## config.mk

```make
export PLATFORM = sky130hd
export DESIGN_NAME = lcd_cmd_seq
export DESIGN_NICKNAME = d
export VERILOG_FILES = /design/src/rtl/lcd_cmd_seq.sv
export SDC_FILE = /design/constraint.sdc
export NUM_CORES = 1
export LEC_CHECK = 0
export CORE_UTILIZATION = 31
export DETAILED_ROUTE_END_ITERATION = 8
export MAX_ROUTING_LAYER = met4
export PLACE_DENSITY = 0.63
export SLEW_MARGIN = 5
export SYNTH_ARGS = -nofsm -noshare
export SYNTH_HDL_FRONTEND = slang
export SYNTH_SLANG_ARGS = --single-unit
```

## constraint.sdc

```tcl
create_clock -name clk -period 2.7 [get_ports clk]
set_input_delay 0.54 -clock clk [delete_from_list [all_inputs] [get_ports clk]]
set_output_delay 0.54 -clock clk [all_outputs]
set_load 0.01 [all_outputs]
```

## src/rtl/lcd_cmd_seq.sv

```systemverilog
// Command sequencer: walks a command ROM, issues each legal command to the LCD
// controller, then waits for the controller's done with a bounded timeout.
module lcd_cmd_seq #(
  parameter int SCRIPT_LEN   = 32,
  parameter int DONE_TIMEOUT = 255
) (
  input  logic       clk,
  input  logic       reset,
  input  logic       start,
  output logic       CROM_rd,
  output logic [4:0] CROM_A,
  input  logic [3:0] CROM_Q,
  output logic [3:0] cmd,
  output logic       cmd_valid,
  input  logic       busy,
  input  logic       done,
  output logic       seq_busy,
  output logic       seq_done,
  output logic       seq_err,
  output logic [5:0] cmd_cnt,
  output logic [2:0] state_dbg
);

  // Handshake: the LCD controller takes cmd on a cycle where cmd_valid=1 and
  // busy=0; cmd_valid is only ever raised with busy=0, so every strobe is a transfer.

  typedef enum logic [2:0] {
    IDLE      = 3'd0,
    FETCH     = 3'd1,
    WAIT_Q    = 3'd2,
    ISSUE     = 3'd3,
    WAIT_DONE = 3'd4,
    FIN       = 3'd5,
    ERR       = 3'd6
  } state_t;

  localparam logic [4:0] LAST_ADDR = 5'(SCRIPT_LEN - 1);
  localparam logic [7:0] TMO_LAST  = 8'(DONE_TIMEOUT - 1);

  state_t     state_q, state_d;
  logic [4:0] addr_q, addr_d;
  logic [3:0] cmd_q, cmd_d;
  logic [5:0] cnt_q, cnt_d;
  logic [7:0] timer_q, timer_d;
  logic       at_last;
  logic       illegal;

  assign at_last = (addr_q == LAST_ADDR);
  assign illegal = &CROM_Q[3:2];

  always_ff @(posedge clk) begin
    if (reset) begin
      state_q <= IDLE;
      addr_q  <= 5'd0;
      cmd_q   <= 4'd0;
      cnt_q   <= 6'd0;
      timer_q <= 8'd0;
    end else begin
      state_q <= state_d;
      addr_q  <= addr_d;
      cmd_q   <= cmd_d;
      cnt_q   <= cnt_d;
      timer_q <= timer_d;
    end
  end

  always_comb begin
    state_d   = state_q;
    addr_d    = addr_q;
    cmd_d     = cmd_q;
    cnt_d     = cnt_q;
    timer_d   = timer_q;
    CROM_rd   = 1'b0;
    CROM_A    = 5'd0;
    cmd       = 4'hF;
    cmd_valid = 1'b0;
    case (state_q)
      IDLE, FIN, ERR: begin
        if (start) begin
          state_d = FETCH;
          addr_d  = 5'd0;
          cnt_d   = 6'd0;
          timer_d = 8'd0;
        end
      end
      FETCH: begin
        CROM_rd = 1'b1;
        CROM_A  = addr_q;
        state_d = WAIT_Q;
      end
      WAIT_Q: begin
        // The final word always becomes the terminating 0, legal or not.
        if (at_last) begin
          cmd_d   = 4'd0;
          state_d = ISSUE;
        end else if (illegal) begin
          cmd_d   = CROM_Q;
          addr_d  = addr_q + 5'd1;
          state_d = FETCH;
        end else begin
          cmd_d   = CROM_Q;
          state_d = ISSUE;
        end
      end
      ISSUE: begin
        if (!busy) begin
          cmd_valid = 1'b1;
          cmd       = cmd_q;
          if (cnt_q != 6'd63) cnt_d = cnt_q + 6'd1;
          if (cmd_q == 4'd0) begin
            timer_d = 8'd0;
            state_d = WAIT_DONE;
          end else begin
            addr_d  = addr_q + 5'd1;
            state_d = FETCH;
          end
        end
      end
      WAIT_DONE: begin
        if (done) begin
          state_d = FIN;
        end else if (timer_q == TMO_LAST) begin
          state_d = ERR;
        end else begin
          timer_d = timer_q + 8'd1;
        end
      end
      default: state_d = IDLE;
    endcase
  end

  assign seq_busy  = (state_q != IDLE) && (state_q != FIN) && (state_q != ERR);
  assign seq_done  = (state_q == FIN);
  assign seq_err   = (state_q == ERR);
  assign cmd_cnt   = cnt_q;
  assign state_dbg = state_q;

endmodule

```

* Word level (Yosys, flattened, before mapping)
Cells that the tools add are included.
Operators by class: reductions and logical operators 14, eq/ne operators 21, $add $sub $neg 3, multiplexer cells 31
Operators with widths (count):
- 8-bit 2-to-1 mux | 5
- 5-bit 2-to-1 mux | 6
- 8-bit case mux with 3 select lines | 1
- 6-bit 2-to-1 mux | 3
- 2-bit inequality test, second input constant | 9
- 3-bit 2-to-1 mux | 5
- 3-bit case mux with 5 select lines | 1
- 5-bit case mux with 3 select lines | 1
- 4-bit 2-to-1 mux | 3
- 6-bit case mux with 2 select lines | 1
- 6-bit AND reduction | 2
- 3-bit equality test, second input constant | 3
- 3-bit inequality test, second input constant | 3
- 3-bit nonzero test | 3
- 8-bit by 1-bit adder with 8-bit output, second input constant | 1
- 8-bit equality test, second input constant | 1
- 6-bit by 1-bit adder with 6-bit output, second input constant | 1
- 3-bit by 2-bit equality test with 1-bit output, second input constant | 2
- 6-bit inequality test, second input constant | 1
- 5-bit by 1-bit adder with 5-bit output, second input constant | 1
- 5-bit equality test, second input constant | 1
- 4-bit zero test | 1
- 2-bit 2-to-1 mux | 2
- 4-bit AND reduction | 1
- other kinds (8) | 11
Storage, ports and cells: input bits 9, register bits after elaboration 26

* Depth between registers and ports, before layout
depth after elaboration 4, depth in mapped cells 8, gate-level depth less buffers 8

* Least setup slack after synthesis
Ideal clock, no wire load.
path type register to register, from reg addr_q[0], to reg addr_q[1], data required time 2630 ps, path slack 502 ps, cell stages (with the launch flop) 9, data arrival time 2128 ps, clock period less this slack 2198 ps, cells stage by stage dfxtp_1 -> ha_1 -> and3_1 -> ha_1 -> nand3b_1 -> nand2_1 -> or4b_4 -> or4_1 -> a21oi_1
On the way: cells in the longest elaborated chain, start to end 4
Ends and longest elaborated chain:
- from (decl) | RTL line 41 | logic [4:0] addr_q, addr_d;
- from (signal assigned) | RTL line 60 | addr_q <= addr_d;
- 5-bit by 1-bit adder with 5-bit output | RTL line 98, 114
- 5-bit 2-to-1 mux, on equally long branches | RTL line 110, 96
- 5-bit 2-to-1 mux, on equally long branches | RTL line 106, 93
- 5-bit case mux with 3 select lines | RTL line 77 | case (state_q)
Several ways; a longest one is shown, not always the timed one. The select of a mux whose other input is x is not followed. A chain may end at the register's enable or synchronous reset.

* Worst setup path after layout
from in busy, to out cmd[0]
On the way: cells in the longest elaborated chain, start to end 2
Ends and longest elaborated chain:
- from (decl) | RTL line 15 | input logic busy,
- 4-bit 2-to-1 mux | RTL line 106 | if (!busy) begin
- 4-bit 2-to-1 mux | RTL line 77
- to (decl) | RTL line 13 | output logic [3:0] cmd,
Every way passes these cells.

==> results_dict.tcl <==
set metrics [dict create \
    total_power_w 0.001051 \
    fmaxAchievable_ghz 0.3838 \
    cts.sinks 26 \
    syn-num-nets 228 \
    vias 1677 \
    p_leak_nw 0.7346 \
    worst_skew_late_latency_ns 0.27 \
    final_util_pct 42.44 \
    clock_path_buffers 2 \
    quantity_of_gates_resized_following_cts 0 \
    setup.worst_path.start "busy" \
    ys_async_sr_fraction_pct 0 \
    slew-limit-headroom_pct 65.55 \
    cts.hold.buffers_added 0 \
    initial_drc_count 74 \
    finalWeightedCongestion 0.8684 \
    cpMaxStageDelayCell "clkdlybuf4s50_1" \
    number_of_enable_type_register_cells_in_the_synthesized_netlist 0 \
    slew_violations 0 \
    grt_max_degree 22 \
    synth_flop_cell "dfxtp_1" \
    cts.reportedPaths.clkPinSlew_ns 0.09 \
    die-width_um 74.27 \
    min_path_type "flip-flop to flip-flop" \
    layout-area-overhead-vs-synth_pct 27.90 \
    power-per-cell-area_nw_per_um2 507.4 \
    fraction_of_the_cycle_the_final_worst_path_needs_pct 96.49 \
    cts_tree "done" \
    synth.ff_latch_count 26 \
    synth_seq_area_share_pct 32.15 \
    portBuffers 31 \
    hold_slack_ns 0.4757 \
    finalHoldViolCount 0 \
    drt_first_pass_iters 5 \
    layout.cells.most_common "clkdlybuf4s50_1" \
    hpwlAfterDp_um 2979 \
    worst_pin_slew_ns 0.5167 \
    io_pins 32 \
    final.setup.worst_slack_ns 0.09481 \
    crit_path_category "input pin to output port" \
    routedWlPerCell_um 12.92 \
    start_util_pct 33.18 \
    cp-start-kind "input pin" \
    outcome "finished, final reports clean" \
    worstPathRequired_ns 2.16 \
    critical_path.cell_chain "clkdlybuf4s50_1 > nor4bb_2 > buf_4 > nand2b_1 > clkdlybuf4s50_1" \
    gr_usage_total_pct 16.15 \
    first_global_vias 1508 \
    cts.root.buffer_cell "clkbuf_8" \
    post-cts-setup-buffers 0 \
    setup_viol_count_final 0 \
    crit_path_frequent_cell "clkdlybuf4s50_1" \
    synthesis.area_sq_um 1619 \
    worst_setup_path_end_kind "output port" \
    clock_skew_ns 0.002988 \
    fraction_of_layout_cells_with_a_size_suffix_above_1_pct 6.504 \
    count_of_unresolved_drc_violations_after_routing 0 \
    synthCells 214 \
    vias_per_cell 5.358 \
    die_ar_sq_um 5516 \
    maxCapViolations 0 \
    post-place-ws_ns 0.03795 \
    synth.yosys.warnings 0 \
    layout.nets 262 \
    h-tree-depth 1 \
    fp.dieH_um 74.27 \
    cts_buffer_count 3 \
    top_library_cells_by_usage_in_the_layout_fill_and_taps_aside "clkdlybuf4s50_1 (31), nand2_1 (27), dfxtp_1 (26)" \
    wirelength_um 4044 \
    syn-mean-instance-area_sq_um 7.566 \
    std_cell_rows 25 \
    critical-path-max-stage-delay_ns 0.48 \
    regToRegStartpoint "addr_q[0]" \
    cp.arrival_ns 2.07 \
    globalRouteOverflowTotal 0 \
    grt_first_pass_wirelength_um 6762 \
    core_region_area_sq_um 4880 \
    synth_cell_types 46 \
    ir_worst_vdd_uv 245.7 \
    drtAntennaViolNets 0 \
    worst_hold_startpoint "cmd_q[3]" \
    maximum_fanout_encountered_on_the_critical_timing_path 5 \
    grt_antenna_before_repair 0 \
    antennaDiodeCount 0 \
    rsz_0062_raised_after_global_routing "false" \
    timing.setup.tns_ns 0 \
    fin_crit_ns 2.605 \
]
## power breakdown
| part | switching [W] | total (W) | internal (W) | leakage, nW |
|---|---|---|---|---|
| clock network | 0.000121 | 0.000221 | 0.000100 | 0.0216 |
| registers | 0.0000327 | 0.000436 | 0.000404 | 0.210 |
| logic | 0.000215 | 0.000393 | 0.000178 | 0.503 |
## cells in the mapped netlist (3+ instances only)
cell type  count  area (sq um)
nand2_1       27         101.4
dfxtp_1       26         520.5
nor2_1        21         78.83
a21oi_1       16         80.08
o21ai_0       12         60.06
inv_1         11         41.29
nand3_1        9         45.04
nand3b_1       9         67.56
and3_1         8         50.05
nand2b_1       6         37.54
ha_1           5         62.56
nor3_1         5         25.02
or3_1          5         31.28
a311oi_1       4         35.03
buf_2          4         20.02
clkbuf_1       4         15.01
o211ai_1       3         22.52
or3b_1         3         26.28
## cell type report
class,instances,area [sq um]
multi-input cells,169,1028
inverters,11,41.29
repair buffers,37,355.3
fillers,533,2809
well taps,67,83.83
flip-flops and latches,26,520.5
clock buffers,3,41.29
## cell families (layout without fill, tap and decap cells)
logic type / count (synthesis) / in the layout / synth area share [%]
xor gates and xnor gates: 1 / 1 / 0.5411
buffers and inverters: 19 / 51 / 4.714
DFF: 26 / 26 / 32.15
muxes: 4 / 4 / 2.627
AOI/OAI and AO/OA: 49 / 49 / 19.32
and+or+nand+nor: 110 / 110 / 36.79
adders and majority gates: 5 / 5 / 3.864
## final timing paths
check	slack [ns]	end	depth (start not counted)
worst max-delay path	0.09	cmd[0]	5
worst min-delay path	0.48	cmd_q[3]	2
worst max register to register	0.29	addr_q[1]	8
worst min register to register	0.48	cmd_q[3]	2
## metal layers
metal	track usage, %	wire, um	up-vias
met5	-	0	-
met4	4.822	45	0
met2	25.86	1789	44
met3	2.033	193	5
met1	21.25	2016	792
li1	-	-	836
## metrics by stage
step | cells | area, sq um
final | 313 | 2071
after global routing | 313 | 2071
after CTS | 313 | 2064
after detailed placement | 310 | 2023
after global placement | 310 | 2023
after floorplan | 214 | 1619
## worst max-delay path: cells and delay by family
kind	cells	cell delay (ns)
buffers and inverters	3	1.12
AND/OR/NAND/NOR	2	0.40
## flip-flops by register name (all words and copies together) (netlist names)
register / flops
addr_q: 5
cmd_cnt: 6
cmd_q: 4
state_dbg: 3
timer_q: 8
Note: power is estimated with default switching activity, not from simulation.
